## src/rtl/chip8_timing_pkg.sv

```systemverilog
`default_nettype none
//==============================================================================
// Module      : chip8_timing_pkg
// Description : Shared constants, reset-sequencer state type and the phase
//               increment helper for the Chip-8 timing generator.
// Revision    : 1.0 - initial release
//==============================================================================
package chip8_timing_pkg;

    localparam int ACC_W_DEF = 32;

    // Bit positions inside rst_cause and the event vectors
    localparam int CAUSE_DL  = 0;
    localparam int CAUSE_BTN = 1;
    localparam int CAUSE_ERR = 2;
    localparam int CAUSE_W   = 3;

    typedef enum logic {
        IDLE    = 1'b0,
        STRETCH = 1'b1
    } rst_state_t;

    // round(f_hz * 2^ACC_W / clk_hz); evaluated at elaboration or in benches
    function automatic logic [ACC_W_DEF-1:0] calc_inc(
        input longint unsigned clk_hz,
        input longint unsigned f_hz
    );
        longint unsigned num;
        longint unsigned quo;
        num = (f_hz << ACC_W_DEF) + (clk_hz >> 1);
        quo = num / clk_hz;
        return quo[ACC_W_DEF-1:0];
    endfunction

endpackage
`default_nettype wire

```

## src/rtl/chip8_frac_ce.sv

```systemverilog
`default_nettype none
//==============================================================================
// Module      : chip8_frac_ce
// Description : One phase-accumulator channel: carry-out becomes a one-cycle
//               clock enable, accumulator MSB becomes a square wave.
// Revision    : 1.0 - initial release
//==============================================================================
module chip8_frac_ce #(
    parameter int ACC_W = 32
) (
    input  logic             clk_sys,
    input  logic             reset_n,
    input  logic             i_en,
    input  logic [ACC_W-1:0] i_inc,
    output logic             o_ce,
    output logic             o_sq
);

    logic [ACC_W-1:0] acc_q;
    logic [ACC_W-1:0] acc_d;
    logic             ce_q;
    logic             ce_d;
    logic             sq_q;
    logic             sq_d;
    logic [ACC_W:0]   w_sum;

    // The accumulator is never cleared on an increment change, only on disable,
    // so retuning a running channel keeps its phase.
    always_comb begin
        w_sum = {1'b0, acc_q} + {1'b0, i_inc};
        acc_d = '0;
        ce_d  = 1'b0;
        sq_d  = 1'b0;
        if (i_en) begin
            acc_d = w_sum[ACC_W-1:0];
            ce_d  = w_sum[ACC_W];
            sq_d  = w_sum[ACC_W-1];
        end
    end

    always_ff @(posedge clk_sys or negedge reset_n) begin
        if (!reset_n) begin
            acc_q <= '0;
            ce_q  <= 1'b0;
            sq_q  <= 1'b0;
        end else begin
            acc_q <= acc_d;
            ce_q  <= ce_d;
            sq_q  <= sq_d;
        end
    end

    assign o_ce = ce_q;
    assign o_sq = sq_q;

endmodule
`default_nettype wire

```

## src/rtl/chip8_timing_gen.sv

```systemverilog
`default_nettype none
//==============================================================================
// Module      : chip8_timing_gen
// Description : Multi-channel fractional clock-enable generator plus a
//               retriggerable machine-reset sequencer for the Chip-8 core.
// Revision    : 1.0 - initial release
//==============================================================================
module chip8_timing_gen
    import chip8_timing_pkg::*;
#(
    parameter int NUM_CH     = 3,
    parameter int ACC_W      = ACC_W_DEF,
    parameter int RST_CH     = 1,
    parameter int RST_CYCLES = 16,
    parameter int HOLD_DL    = 1
) (
    input  logic                    clk_sys,
    input  logic                    reset_n,
    input  logic [NUM_CH-1:0]       ch_en,
    input  logic [NUM_CH*ACC_W-1:0] ch_inc,
    output logic [NUM_CH-1:0]       ce_out,
    output logic [NUM_CH-1:0]       sq_out,
    input  logic                    dl_active,
    input  logic                    btn,
    input  logic                    err,
    output logic                    rst_out,
    output logic [CAUSE_W-1:0]      rst_cause
);

    localparam int             CNT_W    = (RST_CYCLES > 1) ? $clog2(RST_CYCLES) : 1;
    localparam logic [CNT_W-1:0] CNT_LAST = CNT_W'(RST_CYCLES - 1);

    //--------------------------------------------------------------------------
    // Clock-enable channels
    //--------------------------------------------------------------------------
    logic [NUM_CH-1:0] w_ce;
    logic [NUM_CH-1:0] w_sq;

    generate
        for (genvar gi = 0; gi < NUM_CH; gi++) begin : g_ch
            chip8_frac_ce #(
                .ACC_W (ACC_W)
            ) u_ce (
                .clk_sys (clk_sys),
                .reset_n (reset_n),
                .i_en    (ch_en[gi]),
                .i_inc   (ch_inc[gi*ACC_W +: ACC_W]),
                .o_ce    (w_ce[gi]),
                .o_sq    (w_sq[gi])
            );
        end
    endgenerate

    assign ce_out = w_ce;
    assign sq_out = w_sq;

    //--------------------------------------------------------------------------
    // Event synchronisers and edge detect, indexed by the CAUSE_* constants
    //--------------------------------------------------------------------------
    logic [CAUSE_W-1:0] w_ev_async;
    logic [CAUSE_W-1:0] sync1_q;
    logic [CAUSE_W-1:0] sync2_q;
    logic [CAUSE_W-1:0] prev_q;
    logic [CAUSE_W-1:0] w_trig;
    logic               w_any_trig;
    logic               w_tick;

    always_comb begin
        w_ev_async            = '0;
        w_ev_async[CAUSE_DL]  = dl_active;
        w_ev_async[CAUSE_BTN] = btn;
        w_ev_async[CAUSE_ERR] = err;
    end

    always_ff @(posedge clk_sys or negedge reset_n) begin
        if (!reset_n) begin
            sync1_q <= '0;
            sync2_q <= '0;
            prev_q  <= '0;
        end else begin
            sync1_q <= w_ev_async;
            sync2_q <= sync1_q;
            prev_q  <= sync2_q;
        end
    end

    // Download end is the falling edge; button and error fire on rising edges
    always_comb begin
        w_trig            = '0;
        w_trig[CAUSE_DL]  = prev_q[CAUSE_DL] & ~sync2_q[CAUSE_DL];
        w_trig[CAUSE_BTN] = sync2_q[CAUSE_BTN] & ~prev_q[CAUSE_BTN];
        w_trig[CAUSE_ERR] = sync2_q[CAUSE_ERR] & ~prev_q[CAUSE_ERR];
        w_any_trig        = |w_trig;
    end

    assign w_tick = w_ce[RST_CH];

    //--------------------------------------------------------------------------
    // Reset sequencer
    //--------------------------------------------------------------------------
    rst_state_t         state_q;
    rst_state_t         state_d;
    logic [CNT_W-1:0]   count_q;
    logic [CNT_W-1:0]   count_d;
    logic [CAUSE_W-1:0] cause_q;
    logic [CAUSE_W-1:0] cause_d;
    logic               rst_out_q;
    logic               rst_out_d;

    always_comb begin
        state_d = state_q;
        count_d = count_q;
        cause_d = cause_q;
        case (state_q)
            IDLE: begin
                if (w_any_trig) begin
                    state_d = STRETCH;
                    count_d = '0;
                    cause_d = w_trig;
                end
            end
            STRETCH: begin
                // A retrigger wins over a coincident tick so the restart is clean
                if (w_any_trig) begin
                    count_d = '0;
                    cause_d = cause_q | w_trig;
                end else if ((HOLD_DL != 0) && sync2_q[CAUSE_DL]) begin
                    count_d = '0;
                end else if (w_tick) begin
                    if (count_q == CNT_LAST) begin
                        state_d = IDLE;
                        count_d = '0;
                    end else begin
                        count_d = count_q + CNT_W'(1);
                    end
                end
            end
            default: begin
                state_d = IDLE;
                count_d = '0;
            end
        endcase
        rst_out_d = (state_d == STRETCH);
    end

    // Power-up enters STRETCH so the machine sees a full reset after release
    always_ff @(posedge clk_sys or negedge reset_n) begin
        if (!reset_n) begin
            state_q   <= STRETCH;
            count_q   <= '0;
            cause_q   <= '0;
            rst_out_q <= 1'b1;
        end else begin
            state_q   <= state_d;
            count_q   <= count_d;
            cause_q   <= cause_d;
            rst_out_q <= rst_out_d;
        end
    end

    assign rst_out   = rst_out_q;
    assign rst_cause = cause_q;

endmodule
`default_nettype wire

```

## config.mk

```make
export PLATFORM = sky130hd
export DESIGN_NAME = chip8_timing_gen
export DESIGN_NICKNAME = d
export VERILOG_FILES = /design/src/rtl/chip8_timing_pkg.sv /design/src/rtl/chip8_frac_ce.sv /design/src/rtl/chip8_timing_gen.sv
export SDC_FILE = /design/constraint.sdc
export NUM_CORES = 1
export LEC_CHECK = 0
export ABC_AREA = 0
export CAP_MARGIN = 25
export CORE_ASPECT_RATIO = 0.7
export CORE_MARGIN = 1.5
export CORE_UTILIZATION = 45
export CTS_BUF_LIST = sky130_fd_sc_hd__clkbuf_4
export DETAILED_ROUTE_END_ITERATION = 10
export GPL_TIMING_DRIVEN = 0
export MAX_ROUTING_LAYER = met4
export PLACE_DENSITY_LB_ADDON = 0.1
export RECOVER_POWER = 50
export SLEW_MARGIN = 0
export SYNTH_ARGS = -nofsm -noshare
export SYNTH_HDL_FRONTEND = slang
export SYNTH_SLANG_ARGS = --single-unit
```

## constraint.sdc

```tcl
create_clock -name clk_sys -period 2.8 [get_ports clk_sys]
set_input_delay 0.56 -clock clk_sys [delete_from_list [all_inputs] [get_ports clk_sys]]
set_output_delay 0.56 -clock clk_sys [all_outputs]
set_load 0.005 [all_outputs]
```

==> flow_summary.yaml <==
die:
  fp.dieW_um: 169
  rows: 42
  die_y_um: 119
  initial_core_util_pct: 45.9
  fp.coreArea_sq_mm: 0.0189
  die-area_sq_mm: 0.0201
  pin_count: 114
finish:
  drive_above_1_share_pct: 8.30
  fin_nets: 1312
  final_core_util_pct: 56.1
  area_delta_synth_final_pct: 22.3
  diodes: 0
  n_fill_cell: 1777
worst_setup_path:
  reg2reg_depth: 11
  cp-start-kind: "primary input"
  crit_top_cell: "o211ai_1"
  end_kind: "flop"
  timing.rr.start: "g_ch[0].u_ce.acc_q[0]$_DFF_PN0_"
  worstSetupEndpoint: "g_ch[2].u_ce.acc_q[29]$_DFF_PN0_"
  required_ps: 3220
  critPathMaxFanout: 4
  ff2ff_setup_slack_ps: 140
  worstPathCellList: "clkdlybuf4s50_1, ha_1, o211ai_1, o211ai_1, a31oi_1, nand3_2, a41oi_4, o22a_2, mux2i_1, o311ai_0"
  slowest_stage: "clkdlybuf4s50_1"
  arrival_ps: 3130
  timing.rr.end: "g_ch[0].u_ce.acc_q[16]$_DFF_PN0_"
  slowest_delay_ps: 410
  critical_path.startpoint: "ch_inc[66]"
  worstSetupPathType: "primary input to flop"
timing:
  setup-violations-final: 0
  period_minus_slack_ps: 2710
  clock_skew_ps: 23.1
  hold_violations: 0
  slew_headroom_pct: -32.4
  finalCritPeriodShare_pct: 96.7
  slew_violations: 35
  rsz0062_at_grt: "no"
  worst_slew_pin_slew_ps: 1990
  fmax_mhz: 369
grt:
  grt_start_max_net_pins: 83
  met1_usage_pct: 34.0
  busiest_layer: "met1"
  use_met2_pct: 29.2
  grt_pass1_vias: 6789
  grt_pass1_wl_mm: 34.2
  use_met3_pct: 3.82
  track_usage_pct: 21.9
  grt-ovfl-total: 0
  antenna_found_initial: 0
logic_synthesis:
  yosys-top-cells-count: "dfrtp_1, ha_1, a21oi_1"
  syn_area_per_cell_sq_um: 8.97
  ys_async_sr_fraction_pct: 100
  synth_warnings: 0
  ys_ff_latch: 116
  netlist-cell-type-count: 79
  synth_most_common_cell: "dfrtp_1"
  synth_nets: 1172
  netlist_instances: 968
  synth_ff_type: "dfrtp_1"
  synth_edf_count: 0
  yosys.area.top_type: "dfrtp_1"
  yosysTopAreaCellShare_pct: 33.2
  synthTopCellsByArea: "dfrtp_1, ha_1, a21oi_1"
  netlist_area_sq_mm: 0.00868
  ys_seq_area_share_pct: 33.5
power_and_ir_drop:
  pwr_density_cell_mw_per_mm2: 917
  total_power_w: 0.00974
  vdd_drop_max_mv: 0.384
  p_leak_nw: 4.95
drt:
  vias_per_cell: 5.48
  detail-route-antenna-nets: 0
  num_vias: 7463
  drc: 0
  wirelength_mm: 20.8
  drt-initial-drc-count: 487
  drt-pass1-iter-count: 5
  wl_per_cell_um: 15.3
placement:
  dp_hpwl_mm: 15.3
  io_buffers: 111
  gp_congestion: 0.870
cts:
  clock_latency_ps: 560
  cts_buffer_depth: 2
  tritoncts: "done"
  htreeDepth: 4
  cts_inserted_buffers: 17
  clk_pin_slew_ps: 120
  cts_sinks: 116
  cts-root-buf: "clkbuf_4"
outcome:
  status: "complete, but fails checks"
  violations: "capacitance limit, slew limit"
run:
  drv_cap: 1
hold_path:
  holdCritPathClass: "flop to flop"
==> worst min path at each step <==
stage	end	cells after the start	slack [ps]	from
floorplan	count_q[0]$_DFFE_PN0P_	0	260	reset_n
global placement	sync2_q[2]$_DFF_PN0_	0	330	sync1_q[2]$_DFF_PN0_
detailed placement	sync2_q[2]$_DFF_PN0_	0	340	sync1_q[2]$_DFF_PN0_
CTS	sync2_q[2]$_DFF_PN0_	0	360	sync1_q[2]$_DFF_PN0_
global route	sync2_q[0]$_DFF_PN0_	0	370	sync1_q[0]$_DFF_PN0_
finish	sync2_q[2]$_DFF_PN0_	0	360	sync1_q[2]$_DFF_PN0_
==> sequential cells by signal (all words and copies together), names as in the netlist <==
register and flops:
sync2_q 3, prev_q 3, rst_out 1, g_ch.u_ce.acc_q 96, rst_cause 3, g_ch.u_ce.o_ce 3, sync1_q 3, count_q 4
==> kinds of logic (layout without fill, tap and decap cells) <==
| family | Yosys count | after routing | share of synthesized area (%) |
|---|---|---|---|
| multiplexers | 8 | 8 | 0.937 |
| adder cells (fa/ha/maj) | 100 | 100 | 14.7 |
| XOR/XNOR | 59 | 59 | 5.95 |
| buffers and inverters | 64 | 217 | 3.13 |
| AO/OA/AOI/OAI | 304 | 304 | 23.6 |
| AND/OR/NAND/NOR | 317 | 317 | 18.2 |
| flip-flops | 116 | 116 | 33.5 |
==> per-stage QoR <==
| stage | worst slack, ps | hold WS [ps] | area [sq um] | TNS, ps | std cells |
|---|---|---|---|---|---|
| finish | 92.4 | 361 | 10600 | 0 | 1363 |
| detailed placement | -800 | 337 | 10100 | -19620 | 1322 |
| floorplan | 88.8 | 264 | 8680 | 0 | 968 |
| global route | 7.45 | 374 | 10600 | 0 | 1363 |
| CTS | 26.5 | 364 | 10500 | 0 | 1358 |
| global placement | -3820 | 333 | 10100 | -459010 | 1321 |
==> layout make-up <==
class	instances	area, sq um	area share [%]
multi-input combinational	788	5610	52.9
sequential	116	2900	27.4
buffer	26	129	1.21
clock buffer	18	135	1.27
timing repair buffer	121	1200	11.3
inverter	38	143	1.34
tap	242	303	2.85
clock inverter	14	186	1.76
==> worst max-delay path: cells and delay by family <==
family,cells,cell delay [ps]
adder cells (fa/ha/maj),1,380
buffers and inverters,1,410
multiplexers,1,200
AO/OA/AOI/OAI,6,1410
AND/OR/NAND/NOR,1,170
==> what timing repair did <==
| action | 4_1_cts | 5_1_grt |
|---|---|---|
| buffers inserted | 3 | 5 |
| hold buffers | 1 | 0 |
| hold endpoints to repair | 33 | 0 |
| resized for setup | 9 | 16 |
| pin swaps | 6 | 11 |
| setup endpoints to repair | 9 | 19 |
==> routing by layer <==
metal | vias to the layer above | wire length [um]
met4 | 0 | 164
met5 | - | 0
met2 | 183 | 8170
met3 | 12 | 1080
li1 | 3792 | -
met1 | 3476 | 11400
==> cell usage in the layout (no fill, tap or decap), drive strengths merged, types with 4 or more instances in the layout <==
cell type	count
a211oi	13
a21boi	5
a21o	36
a21oi	97
a31oi	13
and2	27
and3	12
buf	17
bufinv	4
clkbuf	37
clkdlybuf4s50	104
clkinv	9
dfrtp	115
dlygate4sd3	5
ha	97
inv	36
mux2i	7
nand2	68
nand2b	25
nand3	30
nand4	11
nor2	86
nor2b	10
nor3	18
nor3b	8
o211ai	13
o21a	21
o21ai	61
o21bai	6
o22ai	4
o31ai	7
or3	10
xnor2	27
xor2	32
==> power breakdown <==
group          internal (W)  leakage (nW)  total [W]  switching (W)
combinational       0.00263          3.31    0.00587        0.00324
clock              0.000712         0.163    0.00144       0.000730
sequential          0.00224          1.47    0.00242       0.000187
total               0.00558          4.95    0.00974        0.00416
(Power assumes the default switching activity.)
==> RTL change: new RTL, same flow settings <==
Change the parameter `HOLD_DL` from 1 to 0.
--- a/src/rtl/chip8_timing_gen.sv
+++ b/src/rtl/chip8_timing_gen.sv
@@ -12,7 +12,7 @@
     parameter int ACC_W      = ACC_W_DEF,
     parameter int RST_CH     = 1,
     parameter int RST_CYCLES = 16,
-    parameter int HOLD_DL    = 1
+    parameter int HOLD_DL    = 0
 ) (
     input  logic                    clk_sys,
     input  logic                    reset_n,
Function: no difference found for any inputs over 4 cycles, from zero or initial values and one cycle with reset_n low; that may be too few to reach the edited logic, so the function may still have changed.
==> RTL change against the original RTL <==
  * The flow finishes with violations (capacitance limit, slew limit, setup timing)
  * Clock power rose by 6%
  * Sequential cell count did not move
  * Area after synthesis rose by 2.9%
  * Final area rose by 4.5%
  * Sequential power rose by 2%
  * Non-clock buffer count rose by 35
  * Count of clock-buffer cells in the layout rose by 1
  * Power rose by 13%
  * Wire length rose by 7.8%
  * Worst setup slack got worse by 0.10 ns
  * Hold slack got worse by 0.0020 ns
  * Synthesized cell count rose by 4.6%
  * Die area rose by 2.8%
  * Critical endpoint is now g_ch[0].u_ce.acc_q[26]$_DFF_PN0_
  * Largest power group unchanged
  * Highest routed layer unchanged
==> RTL change: results (changes against the original RTL) <==
[drt]
drt_iter0_drc = 720  ; was 487
dr_vias = 7888  ; was 7463
wl_met3_um = 1220  ; was 1080 um
dr_wl_met2_um = 8750  ; was 8170 um
wire_length_on_met1_um = 12300  ; was 11400 um

[global_routing]
grtUsageMet3_pct = 3.83  ; was 3.82%
met2_usage_pct = 29.4  ; was 29.2%
antenna_found_initial = 1  ; was 0
grt_pass1_vias = 7037  ; was 6789
grt_max_degree = 92  ; was 83
grt_usage_pct = 22.8  ; was 21.9%

[timing]
finalHoldWorstSlack_ns = 0.359  ; was 0.361 ns
maxSlewViolCount = 26  ; was 35
fin_ws_ns = -0.00709  ; was 0.0924 ns
final.setup_skew_ns = 0.0194  ; was 0.0231 ns
finalSetupViolCount = 1  ; was 0

[worst_setup_path]
rr_worst_depth = 12  ; was 11
worst_setup_path_startpoint = ch_inc[0]  ; was ch_inc[66]
timing.critical_path.to = g_ch[0].u_ce.acc_q[26]$_DFF_PN0_  ; was g_ch[2].u_ce.acc_q[29]$_DFF_PN0_

[status]
violations_in_the_final_reports = capacitance limit, slew limit, setup timing  ; was capacitance limit, slew limit
run_status = finished, violations left  ; unchanged

[placement]
post-dp-hpwl_um = 16700  ; was 15300 um
finalWeightedCongestion = 0.899  ; was 0.870
postPlaceCellArea_um2 = 10400  ; was 10100 um^2
pre_cts_slack_ns = -0.929  ; was -0.800 ns
buffer_ports.inserted = 113  ; was 111

[min_path]
worst_hold_path.endpoint = sync2_q[0]$_DFF_PN0_  ; was sync2_q[2]$_DFF_PN0_
min_from = sync1_q[0]$_DFF_PN0_  ; was sync1_q[2]$_DFF_PN0_

[logic_synthesis]
synth_seq_area_share_pct = 32.5  ; was 33.5%
synth_fp_nets = 1217  ; was 1172
netlist_top_cells_area = sky130_fd_sc_hd__dfrtp_1 (32%), sky130_fd_sc_hd__ha_1 (14%), sky130_fd_sc_hd__a21oi_1 (5.9%)  ; was sky130_fd_sc_hd__dfrtp_1 (33%), sky130_fd_sc_hd__ha_1 (14%), sky130_fd_sc_hd__a21oi_1 (5.5%)
ys_top_cells_by_count = sky130_fd_sc_hd__dfrtp_1 (115), sky130_fd_sc_hd__a21oi_1 (105), sky130_fd_sc_hd__ha_1 (97)  ; was sky130_fd_sc_hd__dfrtp_1 (115), sky130_fd_sc_hd__ha_1 (97), sky130_fd_sc_hd__a21oi_1 (95)
post_synth_num_cell_types = 71  ; was 79

[pwr]
leakagePower_uw = 0.00508  ; was 0.00495 uW

[layout]
layout-drive-gt1-share_pct = 9.46  ; was 8.30%

[run]
timing.max_cap.violations = 1  ; unchanged

RTL change: worst register-to-register path, cell delays in order (launching register included):
cell,delay [ns]
sky130_fd_sc_hd__dfrtp_1,0.35
sky130_fd_sc_hd__ha_2,0.18
sky130_fd_sc_hd__inv_1,0.05
sky130_fd_sc_hd__fa_2,0.35
sky130_fd_sc_hd__nand2b_4,0.15
sky130_fd_sc_hd__a21o_1,0.18
sky130_fd_sc_hd__a31o_4,0.24
sky130_fd_sc_hd__a31oi_4,0.26
sky130_fd_sc_hd__buf_6,0.13
sky130_fd_sc_hd__a211oi_1,0.05
sky130_fd_sc_hd__o31ai_1,0.35
sky130_fd_sc_hd__xnor2_1,0.16
sky130_fd_sc_hd__nor2_1,0.05
RTL change: area by class of cell:
| cell class | count | area [um^2] |
|---|---|---|
| fillers | 1784 | 8080 |
| well taps | 264 | 330 |
| inverters | 33 | 124 |
| repair buffers | 129 | 1270 |
| plain buffers | 53 | 255 |
| clock buffers | 19 | 143 |
| flip-flops and latches | 116 | 2900 |
| diodes | 1 | 2.50 |
| clock inverters | 13 | 208 |
| multi-input cells | 810 | 5860 |
RTL change: logic make-up after synthesis:
family	after synthesis	synth area share [%]
AOI/OAI and AO/OA	317	23.5
and+or+nand+nor	311	17.3
DFF	116	32.5
adders and majority gates	100	14.3
buffers and inverters	87	4.29
xor gates and xnor gates	76	7.46
muxes	6	0.673
RTL change: report_power, final:
group | switching, uW | total (uW) | internal [uW]
sequential | 196 | 2470 | 2270
combinational | 3970 | 6970 | 3010
clock | 700 | 1520 | 819
RTL change: what timing repair did:
item / CTS / global route
setup buffers: 4 / 10
hold buffers: 1 / 0
resized for setup: 8 / 35
cloned: 0 / 0
pin swaps: 7 / 16
endpoints found under the setup margin: 11 / 24
hold endpoints to repair: 25 / 0
